`src/rtl/i2c_pkg.sv`:
```
// ---------------------------------------------------------------------------
// i2c_pkg : shared types and constants for the I2C target
// Revision : 1.0
// ---------------------------------------------------------------------------
`default_nettype none
`timescale 1ns/1ps

package i2c_pkg;

  localparam int         BYTE_W       = 8;
  localparam logic       I2C_ACK      = 1'b0;
  localparam logic       I2C_NACK     = 1'b1;
  localparam logic [6:0] DEFAULT_ADDR = 7'h50;

  typedef enum logic [2:0] {
    ST_IDLE     = 3'd0,
    ST_ADDR     = 3'd1,
    ST_ADDR_ACK = 3'd2,
    ST_WR_DATA  = 3'd3,
    ST_WR_ACK   = 3'd4,
    ST_RD_DATA  = 3'd5,
    ST_RD_ACK   = 3'd6,
    ST_IGNORE   = 3'd7
  } state_e;

endpackage

`default_nettype wire

```
`src/rtl/i2c_sync_edge.sv`:
```
// ---------------------------------------------------------------------------
// i2c_sync_edge : multi-stage synchroniser with rise/fall pulse outputs
// Revision : 1.0
// ---------------------------------------------------------------------------
`default_nettype none
`timescale 1ns/1ps

module i2c_sync_edge #(
  parameter int SYNC_STAGES = 2
) (
  input  logic clk,
  input  logic rst,
  input  logic pin_in,
  output logic level,
  output logic rise,
  output logic fall
);

  logic [SYNC_STAGES-1:0] sync_q, sync_d;
  logic                   prev_q, prev_d;

  always_comb begin
    sync_d = {sync_q[SYNC_STAGES-2:0], pin_in};
    prev_d = sync_q[SYNC_STAGES-1];
  end

  // Reset to the idle-bus level so no false edges appear after reset
  always_ff @(posedge clk or negedge rst) begin
    if (!rst) begin
      sync_q <= '1;
      prev_q <= 1'b1;
    end else begin
      sync_q <= sync_d;
      prev_q <= prev_d;
    end
  end

  assign level = sync_q[SYNC_STAGES-1];
  assign rise  = sync_q[SYNC_STAGES-1] & ~prev_q;
  assign fall  = ~sync_q[SYNC_STAGES-1] & prev_q;

endmodule

`default_nettype wire

```
`src/rtl/i2c_slave.sv`:
```
// ---------------------------------------------------------------------------
// i2c_slave : oversampled I2C target with 7-bit address, write and read
// Revision : 1.0
// ---------------------------------------------------------------------------
`default_nettype none
`timescale 1ns/1ps

module i2c_slave
  import i2c_pkg::*;
#(
  parameter logic [6:0] ADDR        = DEFAULT_ADDR,
  parameter int         SYNC_STAGES = 2
) (
  input  logic              clk,
  input  logic              rst,
  input  logic              scl_in,
  input  logic              sda_in,
  output logic              sda_oe,
  output logic [BYTE_W-1:0] rx_data,
  output logic              rx_valid,
  input  logic [BYTE_W-1:0] tx_data,
  output logic              tx_req,
  output logic              busy
);

  logic scl_level, scl_rise, scl_fall;
  logic sda_level, sda_rise, sda_fall;

  i2c_sync_edge #(.SYNC_STAGES(SYNC_STAGES)) u_scl_sync (
    .clk(clk), .rst(rst), .pin_in(scl_in),
    .level(scl_level), .rise(scl_rise), .fall(scl_fall)
  );

  i2c_sync_edge #(.SYNC_STAGES(SYNC_STAGES)) u_sda_sync (
    .clk(clk), .rst(rst), .pin_in(sda_in),
    .level(sda_level), .rise(sda_rise), .fall(sda_fall)
  );

  state_e            state_q, state_d;
  logic [3:0]        cnt_q, cnt_d;
  logic [BYTE_W-1:0] shift_q, shift_d;
  logic [BYTE_W-1:0] rx_data_q, rx_data_d;
  logic              rw_q, rw_d;
  logic              sda_oe_q, sda_oe_d;
  logic              rx_valid_q, rx_valid_d;
  logic              busy_q, busy_d;
  logic              start_cond, stop_cond;
  logic [BYTE_W-1:0] shift_in;

  assign start_cond = sda_fall & scl_level;
  assign stop_cond  = sda_rise & scl_level;
  assign shift_in   = {shift_q[BYTE_W-2:0], sda_level};

  always_ff @(posedge clk or negedge rst) begin
    if (!rst) begin
      state_q    <= ST_IDLE;
      cnt_q      <= 4'd0;
      shift_q    <= '0;
      rx_data_q  <= '0;
      rw_q       <= 1'b0;
      sda_oe_q   <= 1'b0;
      rx_valid_q <= 1'b0;
      busy_q     <= 1'b0;
    end else begin
      state_q    <= state_d;
      cnt_q      <= cnt_d;
      shift_q    <= shift_d;
      rx_data_q  <= rx_data_d;
      rw_q       <= rw_d;
      sda_oe_q   <= sda_oe_d;
      rx_valid_q <= rx_valid_d;
      busy_q     <= busy_d;
    end
  end

  always_comb begin
    state_d    = state_q;
    cnt_d      = cnt_q;
    shift_d    = shift_q;
    rx_data_d  = rx_data_q;
    rw_d       = rw_q;
    sda_oe_d   = sda_oe_q;
    rx_valid_d = 1'b0;
    busy_d     = busy_q;
    tx_req     = 1'b0;

    if (start_cond) begin
      state_d  = ST_ADDR;
      cnt_d    = 4'd0;
      sda_oe_d = 1'b0;
      busy_d   = 1'b0;
    end else if (stop_cond) begin
      state_d  = ST_IDLE;
      cnt_d    = 4'd0;
      sda_oe_d = 1'b0;
      busy_d   = 1'b0;
    end else begin
      case (state_q)
        ST_ADDR: begin
          if (scl_rise) begin
            shift_d = shift_in;
            cnt_d   = cnt_q + 4'd1;
            if (cnt_q == 4'd7) begin
              if (shift_in[7:1] == ADDR) begin
                busy_d  = 1'b1;
                rw_d    = shift_in[0];
                state_d = ST_ADDR_ACK;
                if (shift_in[0]) begin
                  tx_req  = 1'b1;
                  shift_d = tx_data;
                end
              end else begin
                state_d = ST_IGNORE;
              end
            end
          end
        end
        // cnt==8 marks the fall that opens the ACK slot; the 9th rise clears it
        ST_ADDR_ACK, ST_WR_ACK: begin
          if (scl_rise) begin
            cnt_d = 4'd0;
          end else if (scl_fall) begin
            if (cnt_q == 4'd8) begin
              sda_oe_d = 1'b1;
            end else if (state_q == ST_WR_ACK || !rw_q) begin
              sda_oe_d = 1'b0;
              state_d  = ST_WR_DATA;
            end else begin
              sda_oe_d = ~shift_q[BYTE_W-1];
              state_d  = ST_RD_DATA;
            end
          end
        end
        ST_WR_DATA: begin
          if (scl_rise) begin
            shift_d = shift_in;
            cnt_d   = cnt_q + 4'd1;
            if (cnt_q == 4'd7) begin
              rx_data_d  = shift_in;
              rx_valid_d = 1'b1;
              state_d    = ST_WR_ACK;
            end
          end
        end
        ST_RD_DATA: begin
          if (scl_rise) begin
            cnt_d = cnt_q + 4'd1;
          end else if (scl_fall) begin
            if (cnt_q == 4'd8) begin
              sda_oe_d = 1'b0;
              state_d  = ST_RD_ACK;
            end else begin
              sda_oe_d = ~shift_q[~cnt_q[2:0]];
            end
          end
        end
        ST_RD_ACK: begin
          if (scl_rise) begin
            if (sda_level == I2C_NACK) begin
              state_d = ST_IGNORE;
            end else begin
              tx_req  = 1'b1;
              shift_d = tx_data;
              cnt_d   = 4'd0;
              state_d = ST_RD_DATA;
            end
          end
        end
        ST_IGNORE: sda_oe_d = 1'b0;
        default:   state_d  = state_q;
      endcase
    end
  end

  assign sda_oe   = sda_oe_q;
  assign rx_data  = rx_data_q;
  assign rx_valid = rx_valid_q;
  assign busy     = busy_q;

endmodule

`default_nettype wire

```
`config.mk`:
```
export PLATFORM = sky130hd
export DESIGN_NAME = i2c_slave
export DESIGN_NICKNAME = d
export VERILOG_FILES = /design/src/rtl/i2c_pkg.sv /design/src/rtl/i2c_sync_edge.sv /design/src/rtl/i2c_slave.sv
export SDC_FILE = /design/constraint.sdc
export NUM_CORES = 1
export LEC_CHECK = 0
export ABC_CLOCK_PERIOD_IN_PS = 4350
export CAP_MARGIN = 10
export CORE_UTILIZATION = 35
export CTS_BUF_LIST = sky130_fd_sc_hd__clkbuf_8
export CTS_CLUSTER_SIZE = 28
export DETAILED_ROUTE_END_ITERATION = 8
export GPL_TIMING_DRIVEN = 0
export PLACE_DENSITY = 0.55
export SLEW_MARGIN = 0
export SYNTH_ARGS = -nofsm -noshare
export SYNTH_HDL_FRONTEND = slang
export SYNTH_SLANG_ARGS = --single-unit
export TNS_END_PERCENT = 5
```
`constraint.sdc`:
```
create_clock -name clk -period 4.35 [get_ports clk]
set_input_delay 0.87 -clock clk [delete_from_list [all_inputs] [get_ports clk]]
set_output_delay 0.87 -clock clk [all_outputs]
set_load 0.02 [all_outputs]
```
; After elaboration in Yosys (flattened, before gate mapping)
; Index checks and enable logic that the tools add are counted.
[op_classes]
add_sub_neg = 1
order_cmp = 1
n_eq_ne = 28
mux = 64
bitwise_logic = 15
n_reduce_logical = 19
[op_table]
columns = cell, count
row1 = $mux 8, 7
row2 = $ne 4x4->1 const B, 13
row3 = $mux 3, 15
row4 = $mux 1, 29
row5 = $mux 4, 6
row6 = $pmux 8 s3, 1
row7 = $pmux 3 s5, 1
row8 = $reduce_and 5->1, 3
row9 = $reduce_bool 3->1, 5
row10 = $eq 3x3->1 const B, 4
row11 = $pmux 4 s3, 1
row12 = $reduce_and 12->1, 1
row13 = $reduce_bool 5->1, 2
row14 = $ne 2x2->1 const B, 4
row15 = $not 1->1, 8
row16 = $eq 7x7->1 const B, 1
row17 = $reduce_and 7->1, 1
row18 = $reduce_bool 7->1, 1
row19 = $and 1x1->1, 6
row20 = $eq 3x2->1 const B, 2
row21 = $reduce_and 6->1, 1
row22 = $add 4x1->4 const B, 1
row23 = $eq 4x3->1 const B, 1
row24 = $eq 4x4->1 const B, 1
row25 = 13 further kinds, 13
[totals]
reg_bits = 33
inputBits = 12
output_inout_bits = 12
wordCells = 140

; Longest topological paths before layout
; Gate-level depths: netlist of the first run.
[depth]
depth_word = 10
mapped_depth = 7
ltp_nobuf = 7

; Hierarchy
; From an unflattened synthesis of the first run, not the netlist that was laid out.
[hier_totals]
hier_cells = 192
area_unflattened_um2 = 1919.3
[by_module_without_submodules]
columns = module, instances, cells_per_inst, area_each_um2, seq_area_each_um2
row1 = i2c_slave, 1, 182, 1731.7, 675.6
row2 = i2c_sync_edge, 2, 5, 93.8, 78.8

; Worst setup path after synthesis of the first run
; OpenSTA, ideal clock, no wires.
[synth_path]
path_kind = reg-to-output
start = register cnt_q[0]
end = output port tx_req
arrival_time_ps = 1617
required_ps = 3480
slack_ps = 1863
path_stages_with_launch = 7
cell_sequence = dfrtp_1 > ha_1 > nand3b_4 > nand3b_1 > nor3_2 > a21oi_1 > nor2_1
[synth_via]
elab_chain_len = 6
[synth_rtl]
columns = element, line_no
row1 = from (decl), i2c_slave.sv:40  ; logic [3:0] cnt_q, cnt_d;
row2 = from (signal assigned), i2c_slave.sv:66  ; cnt_q <= cnt_d;
row3 = $eq 4x3->1, i2c_slave.sv:103  ; if (cnt_q == 4'd7) begin
row4 = $mux 1, i2c_slave.sv:103
row5 = $mux 1, i2c_slave.sv:100  ; if (scl_rise) begin
row6 = $pmux 1 s2, i2c_slave.sv:98  ; case (state_q)
row7 = $mux 1, i2c_slave.sv:92  ; end else if (stop_cond) begin
row8 = $mux 1, i2c_slave.sv:87  ; if (start_cond) begin
row9 = to (decl), i2c_slave.sv:22  ; output logic tx_req,
; Every way passes these cells.

; Worst setup path after layout of the first run
; Same ends and word-level chain as after synthesis.

==> results of run 1 <==
## worst min-delay path by stage
stage	start	to	slack (ns)	depth (start not counted)
after floorplan	u_scl_sync.sync_q[0]	u_scl_sync.sync_q[1]	0.35	0
after global placement	u_scl_sync.sync_q[0]	u_scl_sync.sync_q[1]	0.35	0
after detailed placement	u_sda_sync.sync_q[0]	u_sda_sync.sync_q[1]	0.35	0
after CTS	u_sda_sync.sync_q[0]	u_sda_sync.sync_q[1]	0.36	0
after global routing	u_sda_sync.sync_q[0]	u_sda_sync.sync_q[1]	0.36	0
final	u_sda_sync.sync_q[0]	u_sda_sync.sync_q[1]	0.36	0
## per-stage QoR
| stage | power [mW] | cell area (um^2) | hold slack [ns] |
|---|---|---|---|
| finish | 1.149 | 2253 | 0.3553 |
| CTS | 1.158 | 2253 | 0.3577 |
| global route | 1.233 | 2253 | 0.3598 |
| detailed placement | 0.8527 | 2137 | 0.3473 |
| floorplan | 0.7311 | 1828 | 0.3452 |
| global placement | 0.8464 | 2142 | 0.3462 |
## sequential cells by signal, indices dropped and copies added, names as in the netlist
name,cells
rx_data,8
shift_q,8
cnt_q,4
state_q,3
u_scl_sync.sync_q,2
u_sda_sync.sync_q,2
busy,1
rw_q,1
rx_valid,1
sda_oe,1
u_scl_sync.prev_q,1
u_sda_sync.prev_q,1
## Yosys cell counts, types with 5 or more instances
library cell / count
nand2_1: 18
dfstp_2: 6
mux2_2: 9
nor2_1: 8
inv_1: 6
o21ai_0: 20
dfrtp_1: 27
a22oi_1: 5
a21oi_1: 14
nand2b_1: 5
## cell type report
class | count | area, um^2
well taps | 67 | 83.83
multi-input cells | 134 | 940.9
flip-flops and latches | 33 | 833.3
plain buffers | 6 | 31.28
clock inverters | 2 | 33.78
inverters | 6 | 22.52
clock buffers | 6 | 82.58
repair buffers | 23 | 225.2
fillers | 510 | 2626
## routing by layer
| metal | up-vias | wire length (um) |
|---|---|---|
| met3 | 6 | 170 |
| met4 | 0 | 48 |
| li1 | 721 | - |
| met5 | - | 0 |
| met1 | 743 | 2212 |
| met2 | 36 | 2065 |
## cells by family after synthesis
logic type | after synthesis | synth area share, %
fa+ha+maj | 2 | 1.369
flops | 33 | 45.59
compound gates | 61 | 21.43
simple gates | 57 | 19.10
xor+xnor | 1 | 0.4792
buf+inv | 12 | 2.943
mux | 13 | 9.103
## worst reg2reg max path: cells and delay by family, from the launching register on
family	cells	cell delay (ns)
DFF	1	0.49
muxes	1	0.27
and+or+nand+nor	2	0.46
adders and majority gates	1	0.29
AOI/OAI and AO/OA	2	0.45
## where the power goes
part           leakage [nW]  internal [mW]  total (mW)  switching (mW)
clock network        0.0626          0.184       0.299           0.114
registers             0.419          0.371       0.474           0.103
logic                 0.501          0.174       0.376           0.203
total                 0.983          0.729        1.15           0.420
==> summary.txt, run 1 <==
Layout
  – # diodes: 0
  – Core Util, Final: 46.18%
  – Most frequent cells in the layout: 27 x dfrtp_1, 22 x clkdlybuf4s50_1, 20 x o21ai_0
  – Share of layout cells above drive strength 1: 20.00%
  – Area Overhead vs Synth: 23.27%
  – Commonest non-fill, non-tap cell in the layout: dfrtp_1
  – # nets final: 223
  – Finished Layout Cells: 277

Floorplanning
  – Placeable core area: 4880 um^2
  – DIE WIDTH: 74.27 um
  – Initial Utilization: 37.46%
  – Die H: 74.27 um
  – I/O pins: 24
  – Row Count: 25
  – Full die area: 5516 um^2

Worst setup path
  – CP endpoint: tx_req
  – R2R Setup Slk: 2.28 ns
  – Worst setup EP type: output port
  – Crit path DAT: 2.58 ns
  – CP Class: flip-flop to output port
  – Startpoint Class: flip-flop
  – Levels on crit path: 7
  – Highest-delay cell along the critical path: clkdlybuf4s50_1
  – Crit path max-delay family: simple AND/OR/NAND/NOR gates
  – CP required: 3.48 ns
  – Worst reg-to-reg path cell count: 6
  – Critical path buffers and inverters: 1
  – Crit. Startpoint: cnt_q[0]
  – Crit path largest cell delay: 0.61 ns
  – R2r startpoint: cnt_q[0]
  – Crit-path max FO: 7
  – Worst-path cell chain: ha_1, nand3b_4, nand3b_1, nor3_2, a21oi_1, nor2_1, clkdlybuf4s50_1
  – Reg2reg end: shift_q[5]

Timing
  – Relative slew margins: 50.86%
  – Setup slack after layout: 0.8996 ns
  – Setup violations, final: 0
  – Worst-margin pin slew: 0.7371 ns
  – Final setup TNS: 0 ns
  – Setup Skew: 0.006384 ns
  – Fin. Hold Viols: 0
  – Slew Viols, Final: 0
  – RSZ-0062 raised after global routing: no
  – Fmax: 289.8 MHz
  – Min cycle time layout: 3.450 ns
  – Period utilisation layout: 79.32%

Clocking
  – # Post-CTS Setup Buffers: 0
  – CTS sink cnt: 33
  – CTS resizes: 0
  – CTS H-tree depth: 2
  – Root buffer cell: clkbuf_8
  – CTS tree: done
  – Total CTS buffers: 5
  – Clk_lat worst skew: 0.29 ns
  – Clock transition at path regs: 0.07 ns
  – Cts hold-fix bufs: 0
  – Clock Path Buffers: 2

Power and ir drop
  – Max rail drop VDD: 187.7 uV
  – Pleak: 0.9830 nW
  – Power density over cell area: 509.9 nW/um^2

Yosys
  – Post-synth EDFFs: 0
  – Synth unique cells: 50
  – Area leader, netlist: dfrtp_1
  – Yosys top cell area share: 36.96%
  – Seq/Total Area, Yosys: 45.59%
  – Flops & latches, synth: 33
  – Area contributors post-synth: dfrtp_1 37%, dfstp_2 8.6%, mux2_2 5.5%
  – Syn avg cell area: 10.21 um^2
  – Main synth FF type: dfrtp_1
  – Yosys warns: 0
  – Post-Synthesis Net Count: 193
  – Cells after synthesis: 179
  – Post-Syn Area: 1828 um^2
  – Ys async rst share: 100.0%

Routing
  – WL final: 4495 um
  – DR DRC count: 0
  – Drt initial violations: 144
  – DR vias: 1506
  – DR vias/cell: 5.437
  – WL/cell: 16.23 um
  – Final antenna-violating net count: 0
  – DRT Pass-1 Iters: 4

Placement
  – Placer Congestion: 0.9320
  – Post-DP HPWL: 3259 um
  – Placed insts: 269
  – Buffers on Ports: 23
  – Pre-CTS setup slack: 1.210 ns

GRT
  – First-pass GRT wire length: 7817 um
  – GRT met3 Usage: 4.201%
  – Vias in the first global route: 1543
  – Met2 usage: 29.09%
  – Antenna violations before repair: 0
  – GRT Max-Usage Layer: met2
  – GR met1 Demand/Resource: 26.66%
  – GRT Residual Overflow: 0
  – Largest net degree at the start of global routing: 34
  – Total Routing Usage GR: 18.90%

Flow run
  – Max-cap viol count: 0

Outcome
  – Status: completed

Hold path
  – Tightest Hold Check Type: flip-flop to flip-flop
(Power assumes the default switching activity.)
==> inputs of run 2 (changes only) <==
- ABC_CLOCK_PERIOD_IN_PS: 4350 -> 3300
- clock period: 4.35 -> 3.3 ns (I/O delays scaled with it)
==> run 2 against run 1 <==
Non-clock buffer count grew 2. Register-to-register slack worse by 1.1 ns. Sequential power up 32%. Clock power grew 31%. Flip-flop and latch count stayed put. Critical endpoint unchanged.
==> summary.txt, run 2 (same netlist as run 1, synthesis figures left out) <==
Timing
  – Setup slack after layout: 0.1635 ns (-0.7361 ns)
  – Final setup TNS: 0 ns (unchanged)
  – Setup violations, final: 0 (unchanged)
  – RSZ-0062 raised after global routing: no
  – Relative slew margins: 50.92% (+0.057 points)
  – Period utilisation layout: 95.04%
  – Min cycle time layout: 3.136 ns
  – Worst-margin pin slew: 0.7363 ns (-0.0008591 ns)
  – Slew Viols, Final: 0 (unchanged)
  – Setup Skew: 0.003639 ns (-0.002745 ns)
  – Fmax: 318.8 MHz
  – Fin. Hold Viols: 0 (unchanged)

Clocking
  – Clk_lat worst skew: 0.28 ns (about the same)
  – CTS tree: done
  – Cts hold-fix bufs: 0 (unchanged)
  – Clock transition at path regs: 0.07 ns (about the same)
  – CTS sink cnt: 33 (unchanged)
  – Clock Path Buffers: 2 (unchanged)
  – CTS H-tree depth: 2 (unchanged)
  – Total CTS buffers: 5 (unchanged)
  – Root buffer cell: clkbuf_8

Worst setup path
  – Crit path largest cell delay: 0.61 ns (about the same)
  – CP required: 2.64 ns (-0.84 ns)
  – Highest-delay cell along the critical path: clkdlybuf4s50_1
  – Worst setup EP type: output port
  – Levels on crit path: 7 (unchanged)
  – CP Class: flip-flop to output port
  – Worst reg-to-reg path cell count: 7 (+1)
  – Worst-path cell chain: ha_1, nand3b_4, nand3b_1, nor3_2, a21oi_1, nor2_1, clkdlybuf4s50_1
  – Crit path max-delay family: simple AND/OR/NAND/NOR gates
  – R2R Setup Slk: 1.20 ns (-1.08 ns)
  – Startpoint Class: flip-flop
  – Critical path buffers and inverters: 1 (unchanged)
  – Crit-path max FO: 7 (unchanged)
  – Crit path DAT: 2.48 ns (-0.10 ns)

Layout
  – Fillers: 508 (-0.39%)
  – Most frequent cells in the layout: 25 x dfrtp_1, 22 x clkdlybuf4s50_1, 20 x o21ai_0
  – Design area: 2271 um^2 (+0.78%)
  – # diodes: 0 (unchanged)
  – # nets final: 225 (+0.90%)
  – Share of layout cells above drive strength 1: 21.70% (+1.7 points)
  – Area Overhead vs Synth: 24.23%
  – Commonest non-fill, non-tap cell in the layout: dfrtp_1

Routing
  – DRT Pass-1 Iters: 4 (unchanged)
  – Met1 WL: 2215 um (+0.14%)
  – WL/cell: 16.14 um (-0.52%)
  – Final antenna-violating net count: 0 (unchanged)
  – Met2 wire length: 2070 um (+0.24%)
  – WL final: 4504 um (+0.20%)
  – DR vias/cell: 5.412 (-0.45%)
  – Met3 routed WL: 170 um (unchanged)
  – DR top layer: met4
  – Drt initial violations: 166 (+15%)
  – DR DRC count: 0 (unchanged)
  – DR vias: 1510 (+0.27%)

Outcome
  – Status: completed

Power and ir drop
  – Pwr Total: 1.516 mW (+32%)
  – Power density over cell area: 667.5 nW/um^2 (+31%)
  – Max rail drop VDD: 247.5 uV (+32%)
  – Pleak: 0.9883 nW (+0.53%)

Floorplanning
  – Initial Utilization: 37.46% (unchanged)
  – Placeable core area: 4880 um^2 (unchanged)
  – DIE WIDTH: 74.27 um (unchanged)
  – Row Count: 25 (unchanged)
  – Full die area: 5516 um^2 (unchanged)
  – Die H: 74.27 um (unchanged)
  – I/O pins: 24 (unchanged)

GRT
  – First-pass GRT wire length: 7817 um (unchanged)
  – Antenna violations before repair: 0 (unchanged)
  – Total Routing Usage GR: 18.90% (unchanged)
  – GRT Residual Overflow: 0 (unchanged)
  – Largest net degree at the start of global routing: 34 (unchanged)
  – Vias in the first global route: 1543 (unchanged)

Flow run
  – Max-cap viol count: 0 (unchanged)

Placement
  – Buffers on Ports: 23 (unchanged)
  – Post-DP HPWL: 3259 um (unchanged)
  – Placement Cell Area: 2137 um^2 (unchanged)
  – Pre-CTS setup slack: 0.3700 ns (-0.8400 ns)
  – Placer Congestion: 0.9320 (unchanged)

Hold path
  – Hold path cells: 0 (unchanged)
  – Tightest Hold Check Type: flip-flop to flip-flop
run 2: layout make-up:
cell class / instances / area, um^2 / area share, %
buffer: 6 / 31.28 / 1.377
clock buffer: 6 / 82.58 / 3.636
clock inverter: 2 / 33.78 / 1.488
inverter: 6 / 22.52 / 0.9917
multi-input combinational: 134 / 940.9 / 41.43
sequential: 33 / 835.8 / 36.80
tap: 67 / 83.83 / 3.691
timing repair buffer: 25 / 240.2 / 10.58
run 2: path summary, 6_finish.rpt:
kind	start	end
min in group asynchronous	rst	sda_oe
setup / recovery	cnt_q[0]	tx_req
hold reg to reg	u_sda_sync.sync_q[0]	u_sda_sync.sync_q[1]
max in group asynchronous	rst	cnt_q[0]
setup reg to reg	cnt_q[0]	shift_q[5]
hold / removal	u_sda_sync.sync_q[0]	u_sda_sync.sync_q[1]
run 2: where the power goes:
group	internal (mW)	switching, mW
sequential	0.491	0.135
combinational	0.229	0.267
clock	0.243	0.150
total	0.963	0.552
run 2: routing by layer:
metal	vias to the layer above	global-route usage, %
met5	-	0
met1	745	26.66
met3	6	4.201
met4	0	5.870
li1	726	-
met2	33	29.09
run 2: what timing repair did:
item                                    CTS  global route
endpoints found under the setup margin    0             1
gates resized for setup                   0             2
buffers inserted                          0             2
run 2: per-stage QoR:
step,util (%),hold WS (ns),instances
4_1_cts,46.18,0.3577,277
6_report,46.54,0.3555,279
5_1_grt,46.54,0.3598,279
3_5_place_dp,43.79,0.3473,269
3_3_place_gp,43.90,0.3462,269
2_1_floorplan,-,0.3452,179
run 2: worst reg2reg max path, cell delays in order, from the launching register on:
cell and delay [ns]:
dfrtp_2 0.44, ha_1 0.26, nand3b_4 0.14, nand3b_1 0.29, buf_4 0.20, o21ai_2 0.32
mux2i_1 0.27, o21ai_2 0.06
